==> src/rtl/ref_angle_sequencer.sv <==
// ref_angle_sequencer
// Multi-channel circular buffer of reference angle vectors. Entries are loaded
// serially with `fill` and handed to the beam/phase datapath one vector per
// `ready` strobe. In one-shot mode a read consumes the entry. In loop mode the
// entry just read is re-appended at the tail, so the stored sequence replays
// cyclically in write order.
//
// Ports:
//   clk, rst_n  clock, asynchronous active-low reset
//   clear       synchronous flush of pointers, count, output and flags
//   loop_mode   0 = one-shot consume, 1 = loop replay (sampled every cycle)
//   fill        store angle_in this cycle
//   angle_in    packed angle vector, channel 0 in the LSBs
//   ready       request the next angle vector
//   angle_out   registered output vector (1-cycle read latency)
//   out_valid   angle_out was loaded from a stored entry this cycle
//   count       entries held; empty/full are decoded from it
//   overflow    one-cycle pulse: a write was dropped
//   underflow   one-cycle pulse: ready arrived with an empty buffer
module ref_angle_sequencer #(
  parameter int ANGLE_DEPTH = 10,
  parameter int NUM_VALUES  = 20,
  parameter int NUM_CH      = 2,
  localparam int CNT_W      = $clog2(NUM_VALUES + 1)
) (
  input  logic                          clk,
  input  logic                          rst_n,
  input  logic                          clear,
  input  logic                          loop_mode,
  input  logic                          fill,
  input  logic [NUM_CH*ANGLE_DEPTH-1:0] angle_in,
  input  logic                          ready,
  output logic [NUM_CH*ANGLE_DEPTH-1:0] angle_out,
  output logic                          out_valid,
  output logic [CNT_W-1:0]              count,
  output logic                          empty,
  output logic                          full,
  output logic                          overflow,
  output logic                          underflow
);

  localparam int W     = NUM_CH * ANGLE_DEPTH;
  localparam int PTR_W = $clog2(NUM_VALUES);

  logic [W-1:0]     mem [NUM_VALUES];
  logic [PTR_W-1:0] wr_ptr;
  logic [PTR_W-1:0] rd_ptr;

  logic             do_read;    // ready with at least one entry stored
  logic             loop_copy;  // loop-mode read re-appending its entry
  logic             fill_ok;    // external write accepted
  logic             drop;       // external write discarded
  logic             wr_en;
  logic [W-1:0]     rd_data;
  logic [W-1:0]     wr_data;

  assign empty = (count == '0);
  assign full  = (count == CNT_W'(NUM_VALUES));

  function automatic logic [PTR_W-1:0] next_ptr(input logic [PTR_W-1:0] p);
    return (p == PTR_W'(NUM_VALUES - 1)) ? '0 : p + 1'b1;
  endfunction

  // NOTE: every always_comb output gets a value on every path, so no latch
  // can be inferred.
  always_comb begin
    do_read   = ready && !empty;
    loop_copy = loop_mode && do_read;
    // A loop-mode read owns the write port, so a concurrent fill loses. In
    // one-shot mode a concurrent read frees the slot a full buffer needs.
    fill_ok   = fill && !loop_copy && (!full || do_read);
    drop      = fill && !fill_ok;
    wr_en     = !clear && (loop_copy || fill_ok);
    rd_data   = mem[rd_ptr];
    wr_data   = loop_copy ? rd_data : angle_in;
  end

  // NOTE: the storage array has no reset; pointers and count define which
  // entries are meaningful, and a reset-free array maps onto plain RAM.
  always_ff @(posedge clk) begin
    if (wr_en) mem[wr_ptr] <= wr_data;
  end

  // NOTE: sequential state uses non-blocking assignments only, so every
  // register samples pre-edge values regardless of statement order.
  always_ff @(posedge clk or negedge rst_n) begin
    if (!rst_n) begin
      wr_ptr    <= '0;
      rd_ptr    <= '0;
      count     <= '0;
      angle_out <= '0;
      out_valid <= 1'b0;
      overflow  <= 1'b0;
      underflow <= 1'b0;
    end else if (clear) begin
      wr_ptr    <= '0;
      rd_ptr    <= '0;
      count     <= '0;
      angle_out <= '0;
      out_valid <= 1'b0;
      overflow  <= 1'b0;
      underflow <= 1'b0;
    end else begin
      if (wr_en)   wr_ptr <= next_ptr(wr_ptr);
      if (do_read) rd_ptr <= next_ptr(rd_ptr);

      // Loop reads leave count unchanged; one-shot reads consume an entry.
      if (fill_ok && !(do_read && !loop_mode))
        count <= count + CNT_W'(1);
      else if (!fill_ok && do_read && !loop_mode)
        count <= count - CNT_W'(1);

      if (do_read)    angle_out <= rd_data;
      else if (ready) angle_out <= '0;

      out_valid <= do_read;
      overflow  <= drop;
      underflow <= ready && empty;
    end
  end

endmodule

==> config.mk <==
export PLATFORM = sky130hd
export DESIGN_NAME = ref_angle_sequencer
export DESIGN_NICKNAME = d
export VERILOG_FILES = /design/src/rtl/ref_angle_sequencer.sv
export SDC_FILE = /design/constraint.sdc
export NUM_CORES = 1
export LEC_CHECK = 0
export CAP_MARGIN = 30
export CORE_ASPECT_RATIO = 0.6
export CORE_UTILIZATION = 50
export DETAILED_ROUTE_END_ITERATION = 16
export GPL_ROUTABILITY_DRIVEN = 0
export PLACE_DENSITY = 0.67
export SETUP_SLACK_MARGIN = 0.5
export SYNTH_ARGS = -nofsm -noshare
export SYNTH_HDL_FRONTEND = slang
export SYNTH_SLANG_ARGS = --single-unit
export TNS_END_PERCENT = 5
==> constraint.sdc <==
create_clock -name clk -period 3.65 [get_ports clk]
set_clock_uncertainty 0.15 [all_clocks]
set_input_delay 0.73 -clock clk [delete_from_list [all_inputs] [get_ports clk]]
set_output_delay 0.73 -clock clk [all_outputs]
set_load 0.03 [all_outputs]
==> results of run 1 <==
## critical path, delay by kind of cell, from the launching register on
kind / cells / cell delay, ns
flops: 1 / 0.56
compound gates: 2 / 1.12
simple gates: 2 / 0.80
buf+inv: 1 / 0.29
## metal layers
layer  share of wire  routed length, µm  global-route usage
met5         0.00030                 13                   0
met2            0.44              19000               0.355
met3           0.099               4310              0.0559
met4           0.017                754              0.0566
met1            0.45              19400               0.379
## per-stage QoR
| step | hold slack (ns) | total power, W | setup WS, ns | cells |
|---|---|---|---|---|
| global route | 0.168 | 0.0139 | 0.433 | 1603 |
| global placement | 0.322 | 0.00931 | 0.357 | 1519 |
| finish | 0.134 | 0.0135 | 0.581 | 1603 |
| CTS | 0.135 | 0.0135 | 0.336 | 1602 |
| detailed placement | 0.325 | 0.00939 | 0.302 | 1528 |
| floorplan | 0.284 | 0.00830 | 0.724 | 989 |
## layout make-up
| cell class | instances | area share |
|---|---|---|
| clock buffers | 52 | 0.0539 |
| clock inverters | 22 | 0.00826 |
| inverters | 9 | 0.00163 |
| multi-input cells | 484 | 0.220 |
| flip-flops and latches | 438 | 0.625 |
| well taps | 459 | 0.0277 |
| repair buffers | 139 | 0.0637 |
## power groups by stage
stage	Combinational, W	Sequential [W]	Clock [W]
6_report	0.00319	0.00617	0.00411
3_3_place_gp	0.00302	0.00628	0
2_1_floorplan	0.00192	0.00637	0
3_5_place_dp	0.00311	0.00628	0
4_1_cts	0.00312	0.00618	0.00417
5_1_grt	0.00340	0.00618	0.00434
## timing repair
| action | in CTS | in global routing |
|---|---|---|
| cloned | 0 | 0 |
| buffers inserted | 0 | 1 |
| hold endpoints to repair | 0 | 0 |
| setup endpoints to repair | 12 | 88 |
| gates resized for setup | 1 | 4 |
## cell families (layout without fill, tap and decap cells)
kind of cell	Yosys count	count (layout)	share of synthesized area
compound gates	141	141	0.0570
xor+xnor	2	2	0.000990
fa+ha+maj	10	10	0.00749
buf+inv	67	222	0.0196
flops	438	438	0.732
mux	147	147	0.128
simple gates	184	184	0.0549
## final timing paths
check                                end  depth (start not counted)
max                            mem[8][4]                          5
min                            wr_ptr[0]                          1
max reg2reg                    mem[8][4]                          5
min reg2reg                angle_out[17]                          2
max in group asynchronous   angle_out[7]                          2
min in group clk           angle_out[17]                          2
## layout by cell type, fill, tap and decap left out, types with 21 or more instances in the layout
master           count
dfrtp_1             36
clkbuf_16           42
buf_4               73
mux2i_1             85
clkdlybuf4s50_1     52
o31ai_1             21
edfxtp_1           400
nor2_1              56
nand2_1             53
mux4_2              50
## registers in the layout, summed over array words and instances, names as in the netlist
register / count
overflow: 1
underflow: 1
angle_out: 20
mem: 400
out_valid: 1
count: 5
rd_ptr: 5
wr_ptr: 5
==> out/results.tsv, run 1 <==
metric	value	unit
clock_latency	0.54	ns
vdd_ir_drop_max	0.504	mV
power_per_cell_area	649	nW/µm²
core	34300	µm²
wl_per_cell	27.1	µm
antenna_cells	0	
synthDistinctLibCells	54	
end_kind	flop	
clock_path_buffers	3	
clkPwrFrac	0.305	
grt_max_degree	34	
detail-route-antenna-nets	0	
clkTransAtPathRegs	0.07	ns
max_freq	0.326	GHz
crit_type	flop to flop	
maxCapViolations	0	
multiInputGateArea	4570	µm²
cp.arrival	3.32	ns
start_util	0.516	
wirelength	43500	µm
yosys_warnings	0	
via_per_inst	6.10	
grt_pass1_wl	63700	µm
yosysMostFrequentCell	edfxtp_1	
placed_area	19400	µm²
relSlewSlack	0.324	
drive_gt1_frac	0.229	
dieWidth	245	µm
p_comb_frac	0.237	
syn_inst	989	
worstPathCellList	or3b_1, o21ai_1, nor4_2, o31ai_2, buf_4	
fin_util	0.605	
synth-main-ff-cell	edfxtp_1	
avgSynthCellArea	17.9	µm²
area_growth_syn_to_layout	17.3	%
htree_levels	2	
root_buffer	clkbuf_16	
floorplan.io_pins	56	
hold_path_class	input pin to async pin	
grt_setup_unrepaired	true	
synth.area.top_cells	edfxtp_1 (68%), mux4_2 (6.4%), dfrtp_1 (5.4%)	
r2r_start	rd_ptr[2]	
io_buffers	55	
grt_usage	0.245	
stdcell_area	20800	µm²
num-nets-final	1148	
die_h	148	µm
fin_crit_sh	0.841	
netlist_top_cells_count	edfxtp_1 (400), mux2i_1 (85), nor2_1 (71)	
critPathLaunchType	flop	
drv_slew	0	
synth_seq_cells	438	
drt-initial-drc-count	1064	
drc	0	
dr_total_vias	9771	
swShare	0.286	
rows	52	
seqPwrFrac	0.458	
total_leakage_power	6.88	nW
numCtsBuffers	40	
cp_max_fo	13	
outcome	finished clean	
synth_nets	1025	
crit_path_start	rd_ptr[2]	
synth_edf_count	400	
synth_top_area_frac	0.678	
nFillCells	2467	
hpwl	26200	µm
dieArea	36200	µm²
reg2reg_slack	0.58	ns
antenna_found_initial	1	
yosysSeqAreaShare	0.732	
grt_pass1_vias	9581	
tns	0	ns
async_flop_share	0.0868	
cts.sinks	438	
cpMaxStageDelayCell	o31ai_2	
seq_area	13000	µm²
final.min_clock_period	3.07	ns
cts-hold-fix-buffers	0	
synth_top_cell_by_area	edfxtp_1	
switchingPower	0.00385	W
worstMarginPinSlew	1.01	ns
cts_tree	done	
synth_area	17700	µm²
setup_viol	0	
max_stage_delay	0.84	ns
grt_overflow	0	
hold_violations	0	
required	3.90	ns
internal_power	0.00962	W
drt_first_pass_iters	5	
(Power assumes the default switching activity.)
==> run 2, diff against run 1 <==
- PLACE_DENSITY: 0.67 -> 0.7
- clock period: 3.65 -> 2.81 ns (I/O delays scaled with it)
==> run 2 against run 1 <==
Effect of this change:
- sequential power grew 29%
- count of clock-buffer cells in the layout fell by 4
- sequential cell count did not move
- non-clock buffer count up 109
- register-to-register slack worse by 0.39 ns
- die area unchanged
- critical path depth grew 2
- via count rose by 6.4%
- global-route usage is 1.9 points higher
- sequential share of layout area decreased by 5.1 points
- worst hold slack better by 0.20 ns
- setup slack worse by 0.39 ns
- largest power group unchanged
- highest routed layer is now met4
==> out/results.tsv, run 2 (synthesis gave the netlist of run 1 again) <==
metric	value	unit	change
cp_max_fo	17		+4
clock_latency	0.55	ns	about the same
wirelength	46600	µm	+7.1%
cts.sinks	438		unchanged
required	2.94	ns	-0.96 ns
root_buffer	clkbuf_16		
max_freq	0.382	GHz	+17%
drv_slew	0		unchanged
final.min_clock_period	2.62	ns	-0.448 ns
via_per_inst	6.08		-0.33%
grt_max_degree	43		+26%
min_from	angle_out[2]		
end_kind	flop		
vdd_ir_drop_max	0.444	mV	-12%
hold_violations	0		unchanged
fin_cells	1711		+6.7%
num-nets-final	1258		+9.6%
setup_viol	0		unchanged
clock_path_buffers	3		unchanged
maxCapViolations	0		unchanged
drt_first_pass_iters	5		unchanged
p_total	0.0189	W	+40%
drt-initial-drc-count	1056		-0.75%
die_h	148	µm	unchanged
crit_type	flop to flop		
total_leakage_power	7.67	nW	+11%
largest_reg_flops	400		unchanged
r2r_start	rd_ptr[0]		
area_growth_syn_to_layout	27.7	%	
dieArea	36200	µm²	unchanged
grt_setup_unrepaired	true		
critPathLaunchType	flop		
regMostFlops	mem		
final_cell_mix	edfxtp_1 (400), buf_4 (122), mux2i_1 (82)		
antenna_found_initial	0		-1
placed_area	20500	µm²	+5.8%
grt_pass1_vias	10400		+8.0%
final_common_cell	edfxtp_1		
stdcell_area	22600	µm²	+8.9%
floorplan.io_pins	56		unchanged
clkTransAtPathRegs	0.06	ns	about the same
multiInputGateArea	4980	µm²	+8.9%
rows	52		unchanged
drc	0		unchanged
cp.arrival	2.75	ns	-0.57 ns
relSlewSlack	0.507		+0.183
fin_crit_sh	0.933		+0.0918
power_per_cell_area	836	nW/µm²	+29%
start_util	0.516		unchanged
grt_overflow	0		unchanged
top_regs	mem x400, angle_out x20		
dieWidth	245	µm	unchanged
fin_hold_ws	0.330	ns	+0.197 ns
crit_path_start	rd_ptr[0]		
detail-route-antenna-nets	0		unchanged
htree_levels	2		unchanged
wl_per_cell	27.2	µm	+0.38%
worstMarginPinSlew	0.735	ns	-0.272 ns
nFillCells	2210		-10%
hold_path_class	flop to flop		
seq_area	13000	µm²	about the same
dr_total_vias	10400		+6.4%
outcome	finished clean		
reg2reg_slack	0.19	ns	-0.39 ns
grt_pass1_wl	68500	µm	+7.5%
cts_tree	done		
hpwl	28300	µm	+8.0%
drive_gt1_frac	0.308		+0.0785
dp_cells	1598		+4.6%
fin_util	0.659		+0.0539
core	34300	µm²	unchanged
grt_usage	0.264		+0.0193
antenna_cells	0		unchanged
numCtsBuffers	40		unchanged
io_buffers	55		unchanged
-- run 2: cell types whose count changed in the layout (fill, tap and decap cells not counted), sizes merged, moves of 2 or more --
cell	delta
inv	+2
buf	+106
clkinv	-2
bufbuf	+4
clkbuf	-4
-- run 2: timing repair --
| action | in CTS | in global routing |
|---|---|---|
| setup endpoints to repair | 843 | 848 |
| pin swaps | 26 | 8 |
| buffers inserted | 28 | 4 |
| hold endpoints to repair | 38 | 0 |
| hold buffers | 1 | 0 |
| gates resized for setup | 61 | 14 |
| gates cloned | 6 | 2 |
-- run 2: final timing paths --
path | end | cells past startpoint
max in group asynchronous | rd_ptr[0] | 3
worst max register to register | mem[14][19] | 7
min in group asynchronous | wr_ptr[3] | 3
worst min-delay path | angle_out[2] | 2
worst max-delay path | mem[14][19] | 7
worst min register to register | angle_out[2] | 2
-- run 2: layer usage --
layer	wire length, µm	track usage	up-vias
li1	-	-	4477
met1	20600	0.396	5359
met2	21000	0.391	476
met3	3990	0.0617	83
met4	1010	0.0719	0
met5	0	0	-
-- run 2: cell type report --
class,count,share of cell area
flip-flops and latches,438,0.574
multi-input cells,485,0.220
repair buffers,248,0.124
clock buffers,48,0.0465
well taps,459,0.0254
clock inverters,24,0.00863
inverters,9,0.00149
-- run 2: stage by stage --
stage	setup TNS [ns]	setup slack, ns
after detailed placement	-29.12	-0.255
after global placement	-78.75	-0.292
after floorplan	0	0.257
final	0	0.189
after global routing	0	0.135
after CTS	0	0.206
-- run 2: worst max-delay path, stage by stage, from the launching register on --
cell     delay [ns]
dfrtp_4        0.44
buf_12         0.15
buf_4          0.13
mux4_1         0.53
a22o_1         0.29
nor4_4         0.27
o31ai_2        0.16
buf_4          0.22
-- run 2: power by group --
group          switching [W]  internal [W]  total (W)  leakage (nW)
Clock                0.00234       0.00295    0.00529         0.600
Sequential          0.000146       0.00779    0.00794          4.12
Combinational        0.00296       0.00270    0.00566          2.95
